### src/rtl/ghost_scheduler_pkg.sv
// ghost_scheduler_pkg
// Shared definitions for the ghost scheduler: global mode codes driven on the
// mode output, the base scatter/chase state encoding, and a counter-width
// helper used to size every internal counter from its maximum value.
package ghost_scheduler_pkg;

  // Global mode codes seen by the ghost controllers
  localparam logic [1:0] MODE_SCATTER = 2'd0;
  localparam logic [1:0] MODE_CHASE   = 2'd1;
  localparam logic [1:0] MODE_FRIGHT  = 2'd2;

  // Index of the final scatter/chase phase; its chase never ends
  localparam logic [1:0] LAST_PHASE = 2'd3;

  // Base timetable states (fright is an overlay, not a state)
  typedef enum logic [1:0] {
    ST_SCATTER       = 2'd0,
    ST_CHASE         = 2'd1,
    ST_CHASE_FOREVER = 2'd2
  } mode_state_e;

  // Bits needed to hold the value max_val (at least one bit)
  function automatic int cnt_width(input int max_val);
    return (max_val > 32'sd1) ? $clog2(max_val + 32'sd1) : 32'sd1;
  endfunction

endpackage

### src/rtl/ghost_scheduler_frame_ticker.sv
// ghost_scheduler_frame_ticker
// Divides the system clock into movement frames. The counter runs
// 0..TICK_DIV-1 while enabled and holds otherwise; o_frame_tick is a
// registered one-cycle pulse in the cycle the counter has wrapped to 0.
// Ports:
//   i_clk        system clock
//   i_rst_n      asynchronous active-low reset
//   i_clr        synchronous clear (round restart)
//   i_en         count enable (game running)
//   o_frame_tick one-cycle frame boundary pulse
module ghost_scheduler_frame_ticker
  import ghost_scheduler_pkg::*;
#(
  parameter int TICK_DIV = 2500000
) (
  input  logic i_clk,
  input  logic i_rst_n,
  input  logic i_clr,
  input  logic i_en,
  output logic o_frame_tick
);

  localparam int CW = cnt_width(TICK_DIV - 1);
  localparam logic [CW-1:0] LAST = CW'(TICK_DIV - 1);

  logic [CW-1:0] r_cnt;
  logic          r_tick;

  // Cycle counter and registered wrap pulse
  always_ff @(posedge i_clk or negedge i_rst_n) begin
    if (!i_rst_n) begin
      r_cnt  <= '0;
      r_tick <= 1'b0;
    end else if (i_clr) begin
      r_cnt  <= '0;
      r_tick <= 1'b0;
    end else if (i_en) begin
      if (r_cnt == LAST) begin
        r_cnt  <= '0;
        r_tick <= 1'b1;
      end else begin
        r_cnt  <= r_cnt + CW'(1'b1);
        r_tick <= 1'b0;
      end
    end else begin
      r_cnt  <= r_cnt;
      r_tick <= 1'b0;
    end
  end

  assign o_frame_tick = r_tick;

endmodule

### src/rtl/ghost_scheduler.sv
// ghost_scheduler
// Central sequencer for the ghost movement controllers: staggered one-hot
// step enables after each frame tick, the scatter/chase timetable with a
// frightened overlay, and the frame-based house release schedule.
// Ports:
//   clk, reset            clock, asynchronous active-low reset
//   game_run              0 freezes counters and suppresses frame ticks
//   power_pellet          energizer eaten (ignored while game_run=0)
//   ghost_eaten[i]        ghost i eaten, ends its frightened state
//   pacman_dead           restart the round (synchronous full clear)
//   frame_tick            frame boundary pulse
//   step_en[i]            ghost i moves one step (at most one bit set)
//   ghost_release[i]      ghost i may leave the house
//   mode                  global mode (scatter / chase / fright)
//   frightened[i]         ghost i is frightened
module ghost_scheduler
  import ghost_scheduler_pkg::*;
#(
  parameter int NUM_GHOSTS     = 4,
  parameter int TICK_DIV       = 2500000,
  parameter int SCATTER_FRAMES = 140,
  parameter int CHASE_FRAMES   = 400,
  parameter int FRIGHT_FRAMES  = 120,
  parameter int RELEASE_GAP    = 60
) (
  input  logic                  clk,
  input  logic                  reset,
  input  logic                  game_run,
  input  logic                  power_pellet,
  input  logic [NUM_GHOSTS-1:0] ghost_eaten,
  input  logic                  pacman_dead,
  output logic                  frame_tick,
  output logic [NUM_GHOSTS-1:0] step_en,
  output logic [NUM_GHOSTS-1:0] ghost_release,
  output logic [1:0]            mode,
  output logic [NUM_GHOSTS-1:0] frightened
);

  localparam int PHASE_MAX = ((SCATTER_FRAMES > CHASE_FRAMES) ? SCATTER_FRAMES : CHASE_FRAMES) - 1;
  localparam int PW        = cnt_width(PHASE_MAX);
  localparam int FW        = cnt_width(FRIGHT_FRAMES);
  localparam int REL_MAX   = (NUM_GHOSTS - 1) * RELEASE_GAP;
  localparam int RW        = cnt_width(REL_MAX);

  localparam logic [PW-1:0]         SCATTER_LAST = PW'(SCATTER_FRAMES - 1);
  localparam logic [PW-1:0]         CHASE_LAST   = PW'(CHASE_FRAMES - 1);
  localparam logic [FW-1:0]         FRIGHT_LOAD  = FW'(FRIGHT_FRAMES);
  localparam logic [RW-1:0]         REL_SAT      = RW'(REL_MAX);
  localparam logic [NUM_GHOSTS-1:0] FIRST_GHOST  = NUM_GHOSTS'(1);

  logic                  w_tick;
  logic                  w_pellet;
  logic                  w_fright_on;
  logic                  w_phase_adv;
  logic [NUM_GHOSTS-1:0] w_eligible;
  logic [NUM_GHOSTS-1:0] w_rel_set;
  logic [1:0]            w_mode;
  mode_state_e           w_state_nxt;

  logic                  r_half;
  logic [NUM_GHOSTS-1:0] r_pos;
  logic [NUM_GHOSTS-1:0] r_pend;
  logic [NUM_GHOSTS-1:0] r_step;
  logic [NUM_GHOSTS-1:0] r_release;
  logic [NUM_GHOSTS-1:0] r_fright_mask;
  logic [FW-1:0]         r_fright_tmr;
  logic [RW-1:0]         r_rel_cnt;
  logic [PW-1:0]         r_phase_cnt;
  logic [1:0]            r_phase;
  mode_state_e           r_state;

  ghost_scheduler_frame_ticker #(
    .TICK_DIV (TICK_DIV)
  ) u_frame_ticker (
    .i_clk        (clk),
    .i_rst_n      (reset),
    .i_clr        (pacman_dead),
    .i_en         (game_run),
    .o_frame_tick (w_tick)
  );

  // Shared qualifiers: effective pellet, fright activity, sweep eligibility, release thresholds
  always_comb begin
    w_pellet    = power_pellet & game_run;
    w_fright_on = (r_fright_tmr != '0);
    w_phase_adv = w_tick & ~w_fright_on;
    // Frightened ghosts move at half speed: only on frames where the half bit is set
    w_eligible  = r_release & (~r_fright_mask | {NUM_GHOSTS{r_half}});
    for (int i = 0; i < NUM_GHOSTS; i++) begin
      w_rel_set[i] = ((int'(r_rel_cnt) + 32'sd1) == (i * RELEASE_GAP));
    end
  end

  // Step sweep: ghost 0 steps the cycle after the tick, then one ghost per cycle
  always_ff @(posedge clk or negedge reset) begin
    if (!reset) begin
      r_step <= '0;
      r_pend <= '0;
      r_pos  <= '0;
    end else if (pacman_dead) begin
      r_step <= '0;
      r_pend <= '0;
      r_pos  <= '0;
    end else if (w_tick) begin
      // Eligibility is frozen at the tick so the sweep is unaffected by mid-sweep events
      r_step <= w_eligible & FIRST_GHOST;
      r_pend <= w_eligible;
      r_pos  <= FIRST_GHOST << 1;
    end else if (r_pos != '0) begin
      r_step <= r_pos & r_pend;
      r_pend <= r_pend;
      r_pos  <= r_pos << 1;
    end else begin
      r_step <= '0;
      r_pend <= r_pend;
      r_pos  <= r_pos;
    end
  end

  // Half-speed phase bit: toggles each frame, realigned by a fresh pellet
  always_ff @(posedge clk or negedge reset) begin
    if (!reset) begin
      r_half <= 1'b0;
    end else if (pacman_dead || w_pellet) begin
      r_half <= 1'b0;
    end else if (w_tick) begin
      r_half <= ~r_half;
    end else begin
      r_half <= r_half;
    end
  end

  // Fright timer and per-ghost frightened mask
  always_ff @(posedge clk or negedge reset) begin
    if (!reset) begin
      r_fright_tmr  <= '0;
      r_fright_mask <= '0;
    end else if (pacman_dead) begin
      r_fright_tmr  <= '0;
      r_fright_mask <= '0;
    end else if (w_pellet) begin
      // A ghost eaten in the pellet cycle is not re-frightened
      r_fright_tmr  <= FRIGHT_LOAD;
      r_fright_mask <= r_release & ~ghost_eaten;
    end else if (w_tick && w_fright_on) begin
      r_fright_tmr  <= r_fright_tmr - FW'(1'b1);
      r_fright_mask <= (r_fright_tmr == FW'(1'b1)) ? '0 : (r_fright_mask & ~ghost_eaten);
    end else begin
      r_fright_tmr  <= r_fright_tmr;
      r_fright_mask <= r_fright_mask & ~ghost_eaten;
    end
  end

  // Release frame counter (saturating) and sticky release bits
  always_ff @(posedge clk or negedge reset) begin
    if (!reset) begin
      r_rel_cnt <= '0;
      r_release <= FIRST_GHOST;
    end else if (pacman_dead) begin
      r_rel_cnt <= '0;
      r_release <= FIRST_GHOST;
    end else if (w_tick && (r_rel_cnt != REL_SAT)) begin
      r_rel_cnt <= r_rel_cnt + RW'(1'b1);
      r_release <= r_release | w_rel_set;
    end else begin
      r_rel_cnt <= r_rel_cnt;
      r_release <= r_release;
    end
  end

  // Mode FSM: state register
  always_ff @(posedge clk or negedge reset) begin
    if (!reset) begin
      r_state <= ST_SCATTER;
    end else if (pacman_dead) begin
      r_state <= ST_SCATTER;
    end else begin
      r_state <= w_state_nxt;
    end
  end

  // Mode FSM: next-state logic, advanced only by frames outside fright
  always_comb begin
    w_state_nxt = r_state;
    case (r_state)
      ST_SCATTER: begin
        if (w_phase_adv && (r_phase_cnt == SCATTER_LAST)) w_state_nxt = ST_CHASE;
        else                                             w_state_nxt = ST_SCATTER;
      end
      ST_CHASE: begin
        if (w_phase_adv && (r_phase_cnt == CHASE_LAST)) begin
          w_state_nxt = (r_phase == LAST_PHASE) ? ST_CHASE_FOREVER : ST_SCATTER;
        end else begin
          w_state_nxt = ST_CHASE;
        end
      end
      ST_CHASE_FOREVER: w_state_nxt = ST_CHASE_FOREVER;
      default:          w_state_nxt = ST_SCATTER;
    endcase
  end

  // Mode FSM: output decode, fright overlay takes precedence
  always_comb begin
    if (w_fright_on) begin
      w_mode = MODE_FRIGHT;
    end else begin
      case (r_state)
        ST_SCATTER:       w_mode = MODE_SCATTER;
        ST_CHASE:         w_mode = MODE_CHASE;
        ST_CHASE_FOREVER: w_mode = MODE_CHASE;
        default:          w_mode = MODE_SCATTER;
      endcase
    end
  end

  // Phase frame counter and phase index; counter restarts on every transition
  always_ff @(posedge clk or negedge reset) begin
    if (!reset) begin
      r_phase_cnt <= '0;
      r_phase     <= 2'd0;
    end else if (pacman_dead) begin
      r_phase_cnt <= '0;
      r_phase     <= 2'd0;
    end else if (w_state_nxt != r_state) begin
      r_phase_cnt <= '0;
      r_phase     <= (w_state_nxt == ST_SCATTER) ? (r_phase + 2'd1) : r_phase;
    end else if (w_phase_adv && (r_state != ST_CHASE_FOREVER)) begin
      r_phase_cnt <= r_phase_cnt + PW'(1'b1);
      r_phase     <= r_phase;
    end else begin
      r_phase_cnt <= r_phase_cnt;
      r_phase     <= r_phase;
    end
  end

  assign frame_tick    = w_tick;
  assign step_en       = r_step;
  assign ghost_release = r_release;
  assign mode          = w_mode;
  assign frightened    = r_fright_mask;

endmodule

### config.mk
export PLATFORM = sky130hd
export DESIGN_NAME = ghost_scheduler
export DESIGN_NICKNAME = d
export VERILOG_FILES = /design/src/rtl/ghost_scheduler_pkg.sv /design/src/rtl/ghost_scheduler_frame_ticker.sv /design/src/rtl/ghost_scheduler.sv
export SDC_FILE = /design/constraint.sdc
export NUM_CORES = 1
export LEC_CHECK = 0
export BUFFER_PORTS_ARGS = -buffer_cell sky130_fd_sc_hd__buf_2
export CAP_MARGIN = 30
export CORE_UTILIZATION = 55
export CTS_CLUSTER_SIZE = 25
export DETAILED_ROUTE_END_ITERATION = 6
export HOLD_SLACK_MARGIN = 0.03
export PLACE_DENSITY = 0.78
export SETUP_SLACK_MARGIN = 0.2
export SYNTH_ARGS = -nofsm -noshare
export SYNTH_HDL_FRONTEND = slang
export SYNTH_SLANG_ARGS = --single-unit
### constraint.sdc
create_clock -name clk -period 3.95 [get_ports clk]
set_input_delay 0.79 -clock clk [delete_from_list [all_inputs] [get_ports clk]]
set_output_delay 0.79 -clock clk [all_outputs]
set_load 0.02 [all_outputs]
==> results of run 1 <==
worst register-to-register path, delay by kind of cell (launching register included):
kind	cells	cell delay [ps]
and+or+nand+nor	3	1050
muxes	1	500
DFF	1	440
adders and majority gates	1	260
AOI/OAI and AO/OA	1	230
worst min-delay path by stage:
stage / to / slack [ps] / cells after the start
6_report: r_pos[3]$_DFFE_PN0P_ / 480 / 1
5_1_grt: r_pos[3]$_DFFE_PN0P_ / 500 / 1
4_1_cts: r_pos[3]$_DFFE_PN0P_ / 480 / 1
3_5_place_dp: r_pos[3]$_DFFE_PN0P_ / 460 / 1
3_3_place_gp: r_pos[3]$_DFFE_PN0P_ / 460 / 1
2_1_floorplan: r_pos[2]$_DFFE_PN0P_ / 440 / 1
cell usage after synthesis (all sizes together) (3+ instances only):
master | count | area [um2]
inv | 17 | 63.8
nand2b | 8 | 50.1
or3 | 4 | 25.0
nand3 | 10 | 50.1
a21oi | 16 | 80.1
nor2 | 35 | 131
o211ai | 4 | 30.0
buf | 3 | 18.8
xnor2 | 7 | 61.3
mux2i | 3 | 33.8
and4 | 3 | 26.3
a22oi | 5 | 42.5
nor3 | 16 | 85.1
and2 | 6 | 37.5
ha | 12 | 150
nor4 | 6 | 43.8
nand4 | 17 | 106
nand2 | 36 | 135
and3 | 12 | 80.1
o21ai | 17 | 85.1
clkbuf | 9 | 33.8
xor2 | 21 | 184
nand4b | 5 | 43.8
dfrtp | 69 | 1730
placed cells by master (no fill, tap or decap), drive strengths merged, types with 2 or more instances in the layout:
cell      instances
a2111oi           2
a21oi            16
a22o              2
a22oi             5
a311oi            2
a31oi             2
a41o              2
and2              6
and3             12
and4              3
buf              27
clkbuf            9
clkinvlp          2
dfrtp            69
ha               12
inv              21
mux2              2
mux2i             3
nand2            36
nand2b            8
nand3            10
nand4            17
nand4b            5
nor2             35
nor2b             2
nor3             16
nor3b             2
nor4              6
nor4b             2
o211ai            4
o21ai            17
o2bb2ai           2
o32ai             2
or3               4
or4               2
xnor2             7
xor2             21
metal layers:
| layer | vias up | routed length [um] |
|---|---|---|
| met4 | 0 | 137 |
| li1 | 1420 | - |
| met3 | 12 | 301 |
| met1 | 1430 | 3590 |
| met2 | 73 | 3630 |
| met5 | - | 0 |
cell families after synthesis:
| kind of cell | count (synthesis) | share of synthesized area [%] |
|---|---|---|
| adder cells (fa/ha/maj) | 12 | 4.08 |
| flip-flops | 70 | 47.6 |
| AO/OA/AOI/OAI | 63 | 11.4 |
| buffers and inverters | 29 | 3.16 |
| AND/OR/NAND/NOR | 173 | 25.6 |
| multiplexers | 5 | 1.53 |
| XOR/XNOR | 28 | 6.66 |
registers in the layout (all words and copies together) (netlist names):
name,count
r_rel_cnt,8
u_frame_ticker.o_frame_tick,1
r_pend,3
frightened,4
r_fright_tmr,7
r_phase,2
step_en,4
ghost_release,4
r_state,2
r_pos,3
u_frame_ticker.r_cnt,22
r_phase_cnt,9
r_half,1
report_power, final:
group	switching [mW]	leakage (nW)	internal [mW]
logic	0.0513	0.709	0.0191
clock network	0.309	0.0888	0.239
registers	0.00615	0.970	0.721
total	0.367	1.77	0.980
cell type report:
class                           instances  area, um2
Clock buffer                            9        124
Clock inverter                          7       61.3
Fill cell                             526       2330
Inverter                               17       63.8
Multi-Input combinational cell        281       1810
Sequential cell                        70       1750
Tap cell                               77       96.3
Timing Repair Buffer                   27        145
==> qor.yml, run 1 <==
status:
  outcome: "finished clean"
sta:
  finalHoldViolations: 0
  max_slew.worst_pin.slew_ps: 887
  period_share_pct: 69.1
  max_freq_mhz: 366
  setup_tns_ps: 0
  finalSetupViolations: 0
  timing.final.ws_setup_ps: 1220
  hold_ws_ps: 478
  fin_crit_ps: 2730
  skew_ps: 9.21
  rsz0062_at_grt: "false"
  slew_headroom_pct: 40.9
  report.final.slew_viol_count: 0
logic_synthesis:
  avgSynthCellArea_um2: 9.68
  async_reset_ff_share_pct: 100
  synthCells: 380
  yosys_warnings: 0
  synth_edf_count: 0
  ys_seq_elements: 70
  syn_nets: 401
  yosysUniqueCellTypes: 61
  syn_area_um2: 3680
  synth-seq-area-share_pct: 47.6
  synth_ff_type: "dfrtp_1"
cells_and_area:
  fin_area_um2: 4050
  finalCoreUtilization_pct: 63.5
  drive_above_1_share_pct: 12.9
  instances_no_fill: 488
  final_nets: 427
  diodes: 0
  area_delta_synth_final_pct: 10.2
worst_setup_path:
  crit_buf_inv: 1
  cp.arrival_ps: 1940
  startpoint_type: "flip-flop"
  startpoint: "r_fright_tmr[5]$_DFFE_PN0P_"
  timing.rr.start: "r_phase_cnt[0]$_DFFE_PN0P_"
  crit_path_max_incr_delay_ps: 570
  crit_path_top_delay_cell: "nor4_1"
  crit_chain: "nor4_1 -> and2_1 -> nand2b_1 -> nor2_1 -> buf_2"
  worst-path-max-fanout: 4
  critPathCapture: "mode[0]"
  worstReg2RegEnd: "r_phase_cnt[5]$_DFFE_PN0P_"
  r2r_setup_slack_ps: 1330
  worstRegToRegCells: 6
  critPathKind: "reg -> out"
  crit_path_end_kind: "primary output"
  worstPathRequired_ps: 3160
  crit_cells: 5
  path_delay_family: "simple AND/OR/NAND/NOR gates"
floorplanning:
  start_util_pct: 57.6
  core_um2: 6390
  num_rows: 29
  ioPinCount: 24
  dieArea_um2: 7020
  die_y_um: 83.8
  die_w_um: 83.8
power_and_ir_drop:
  total_power_mw: 1.35
  power.density_nw_per_um2: 332
  p_leak_nw: 1.77
  peakVddDrop_mv: 0.264
cts:
  hold_buffers: 0
  htree_num_levels: 3
  cts_tree: "done"
  clkLatencyLatePin_ps: 360
  cts.repair.resized: 0
  cts_buffers: 9
  clockRootBuffer: "clkbuf_8"
  postCtsSetupRepairBufs: 0
  cts_sinks: 70
  cts.clk_slew.worst_paths_ps: 90
  clockBufferDepth: 2
grt:
  grt_pass1_vias: 2863
  grt.met2_usage_pct: 37.7
  gr-usage-met3_pct: 4.06
  grtUsageTotal_pct: 24.4
  grt_max_degree: 41
  grt_pass1_wl_mm: 13.5
  overflow: 0
  grt_use_met1_pct: 33.9
  antenna_found_initial: 0
  busiest_layer: "met2"
routing:
  dr.pass1.iters: 5
  dr.first_iter.drc_count: 203
  wl_per_cell_um: 15.7
  via_per_inst: 6.01
  final_antenna_net_count: 0
  drcViolationCount: 0
  num_vias: 2935
  drt-total-wl_mm: 7.66
placed_design:
  pre_cts_slack_ps: 1360
  place_congestion: 0.835
  dpl_cell_area_um2: 3870
  dp.cells: 472
  hpwl_mm: 5.31
  port_buffers: 23
min_path:
  min_path_type: "reg -> reg"
  min_from: "r_pos[2]$_DFFE_PN0P_"
job:
  maxCapViolations: 0
(Power assumes the default switching activity.)
==> inputs of run 2 (changes only) <==
==> constraint.sdc (replaced) <==
create_clock -name clk -period 2.6 [get_ports clk]
set_input_delay 0.52 -clock clk [delete_from_list [all_inputs] [get_ports clk]]
set_output_delay 0.52 -clock clk [all_outputs]
set_load 0.02 [all_outputs]
==> qor.yml, run 2 (synthesized netlist as in run 1, its figures left out) <==
status:
  outcome: "finished clean"  # unchanged
routing:
  top_layer_used: "met4"  # unchanged
  wl_met3_um: 346  # was 301 um
  via_per_inst: 6.02  # was 6.01
  num_vias: 3042  # was 2935
  final_antenna_net_count: 0  # unchanged
  wl_met1_mm: 3.74  # was 3.59 mm
  dr.pass1.iters: 5  # unchanged
  dr.first_iter.drc_count: 162  # was 203
  drcViolationCount: 0  # unchanged
  met2_length_mm: 3.91  # was 3.63 mm
  wl_per_cell_um: 16.2  # was 15.7 um
  drt-total-wl_mm: 8.18  # was 7.66 mm
cts:
  hold_buffers: 0  # unchanged
  cts_tree: "done"  # unchanged
  clockBufferDepth: 2  # unchanged
  clockRootBuffer: "clkbuf_8"  # unchanged
  cts_sinks: 70  # unchanged
  clkLatencyLatePin_ps: 350  # was 360 ps
  htree_num_levels: 3  # unchanged
  cts.clk_slew.worst_paths_ps: 80  # was 90 ps
  cts_buffers: 9  # unchanged
grt:
  grt_pass1_vias: 2901  # was 2863
  grt_max_degree: 49  # was 41
  grt_pass1_wl_mm: 13.8  # was 13.5 mm
  overflow: 0  # unchanged
  grtUsageTotal_pct: 25.0  # was 24.4%
  antenna_found_initial: 0  # unchanged
floorplanning:
  core_um2: 6390  # unchanged
  die_w_um: 83.8  # unchanged
  ioPinCount: 24  # unchanged
  die_y_um: 83.8  # unchanged
  num_rows: 29  # unchanged
  dieArea_um2: 7020  # unchanged
  start_util_pct: 57.6  # unchanged
worst_setup_path:
  worst-path-max-fanout: 5  # was 4
  r2r_setup_slack_ps: 140  # was 1330 ps
  startpoint_type: "flip-flop"  # unchanged
  critPathKind: "reg -> reg"  # was reg -> out
  worstPathRequired_ps: 2840  # was 3160 ps
  cp.arrival_ps: 2700  # was 1940 ps
  crit_path_end_kind: "flip-flop"  # was primary output
job:
  maxCapViolations: 0  # unchanged
sta:
  skew_ps: 13.0  # was 9.21 ps
  slew_headroom_pct: 36.8  # was 40.9%
  hold_ws_ps: 151  # was 478 ps
  fin_crit_ps: 2460
  finalSetupViolations: 0  # unchanged
  report.final.slew_viol_count: 0  # unchanged
  period_share_pct: 94.7
  setup_tns_ps: 0  # unchanged
  rsz0062_at_grt: "true"  # was false
  finalHoldViolations: 0  # unchanged
  max_freq_mhz: 406
  max_slew.worst_pin.slew_ps: 924  # was 887 ps
cells_and_area:
  drive_above_1_share_pct: 18.0  # was 12.9%
  final_cell_mix: "69 x dfrtp_1, 36 x nand2_1, 32 x nor2_1"  # was 69 x dfrtp_1, 36 x nand2_1, 35 x nor2_1
  top_regs: "u_frame_ticker.r_cnt (22), r_phase_cnt (9), r_rel_cnt (8)"  # unchanged
  finalCoreUtilization_pct: 67.3  # was 63.5%
  final_nets: 444  # was 427
  area_delta_synth_final_pct: 16.9  # was 10.2%
  diodes: 0  # unchanged
  mostFrequentLayoutCell: "dfrtp_1"  # unchanged
  largest_register_ffs: 22  # unchanged
  regMostFlops: "u_frame_ticker.r_cnt"  # unchanged
power_and_ir_drop:
  peakVddDrop_mv: 0.542  # was 0.264 mV
  p_leak_nw: 1.90  # was 1.77 nW
  power.density_nw_per_um2: 538  # was 332 nW/um2
  total_power_mw: 2.31  # was 1.35 mW
placed_design:
  port_buffers: 23  # unchanged
  place_congestion: 0.894  # was 0.835
  hpwl_mm: 5.24  # was 5.31 mm
min_path:
  min_path_type: "in -> async"  # was reg -> reg
## run 2: cell types whose count changed in the layout (fill, tap and decap cells not counted), sizes merged
cell,change
buf,+17
bufinv,+3
inv,-3
clkinv,+1
clkinvlp,-1
## run 2: stage by stage
step	worst slack [ps]	area [um2]	instances
6_report	138	4300	505
3_5_place_dp	44.5	3910	475
3_3_place_gp	138	3910	475
2_1_floorplan	204	3680	380
4_1_cts	210	4230	501
5_1_grt	61.5	4300	505
## run 2: worst max-delay path, cell delays in order, from the launching register on
cell	delay, ps
dfrtp_1	370
ha_2	190
or4bb_4	470
or4_4	490
a22oi_2	210
buf_4	170
mux2i_4	260
buf_6	150
nor2_1	50
## run 2: path summary, 6_finish.rpt
kind,startpoint,endpoint,cells after the start
setup / recovery,r_phase_cnt[0]$_DFFE_PN0P_,r_phase_cnt[4]$_DFFE_PN0P_,8
hold / removal,reset,r_phase_cnt[3]$_DFFE_PN0P_,1
setup reg to reg,r_phase_cnt[0]$_DFFE_PN0P_,r_phase_cnt[4]$_DFFE_PN0P_,8
hold reg to reg,r_pos[2]$_DFFE_PN0P_,r_pos[3]$_DFFE_PN0P_,1
max in group asynchronous,reset,ghost_release[0]$_DFFE_PN1P_,2
min in group clk,ghost_eaten[1],frightened[1]$_DFF_PN0_,2
## run 2: repair_timing
item / in CTS / in global routing
pin swaps: 2 / 5
endpoints found under the setup margin: 11 / 11
setup buffers: 9 / 4
gates cloned: 1 / 0
resized for setup: 3 / 9
## run 2: report_power, final
group          total, mW  internal (mW)  switching, mW
sequential          1.11           1.10        0.00895
combinational      0.131         0.0446         0.0863
clock               1.08          0.640          0.437
## run 2: final cells by class
cell class                 count  area [um2]
clock buffer                   9         124
fill                         486        2090
tap                           77        96.3
timing repair buffer          44         293
inverter                      17        63.8
sequential                    70        1750
clock inverter                 7         120
multi-input combinational    281        1850
## run 2: layer usage
metal | up-vias | track usage, %
li1 | 1450 | -
met1 | 1486 | 34.7
met2 | 91 | 38.4
met5 | - | 0
met3 | 15 | 3.56
met4 | 0 | 13.3
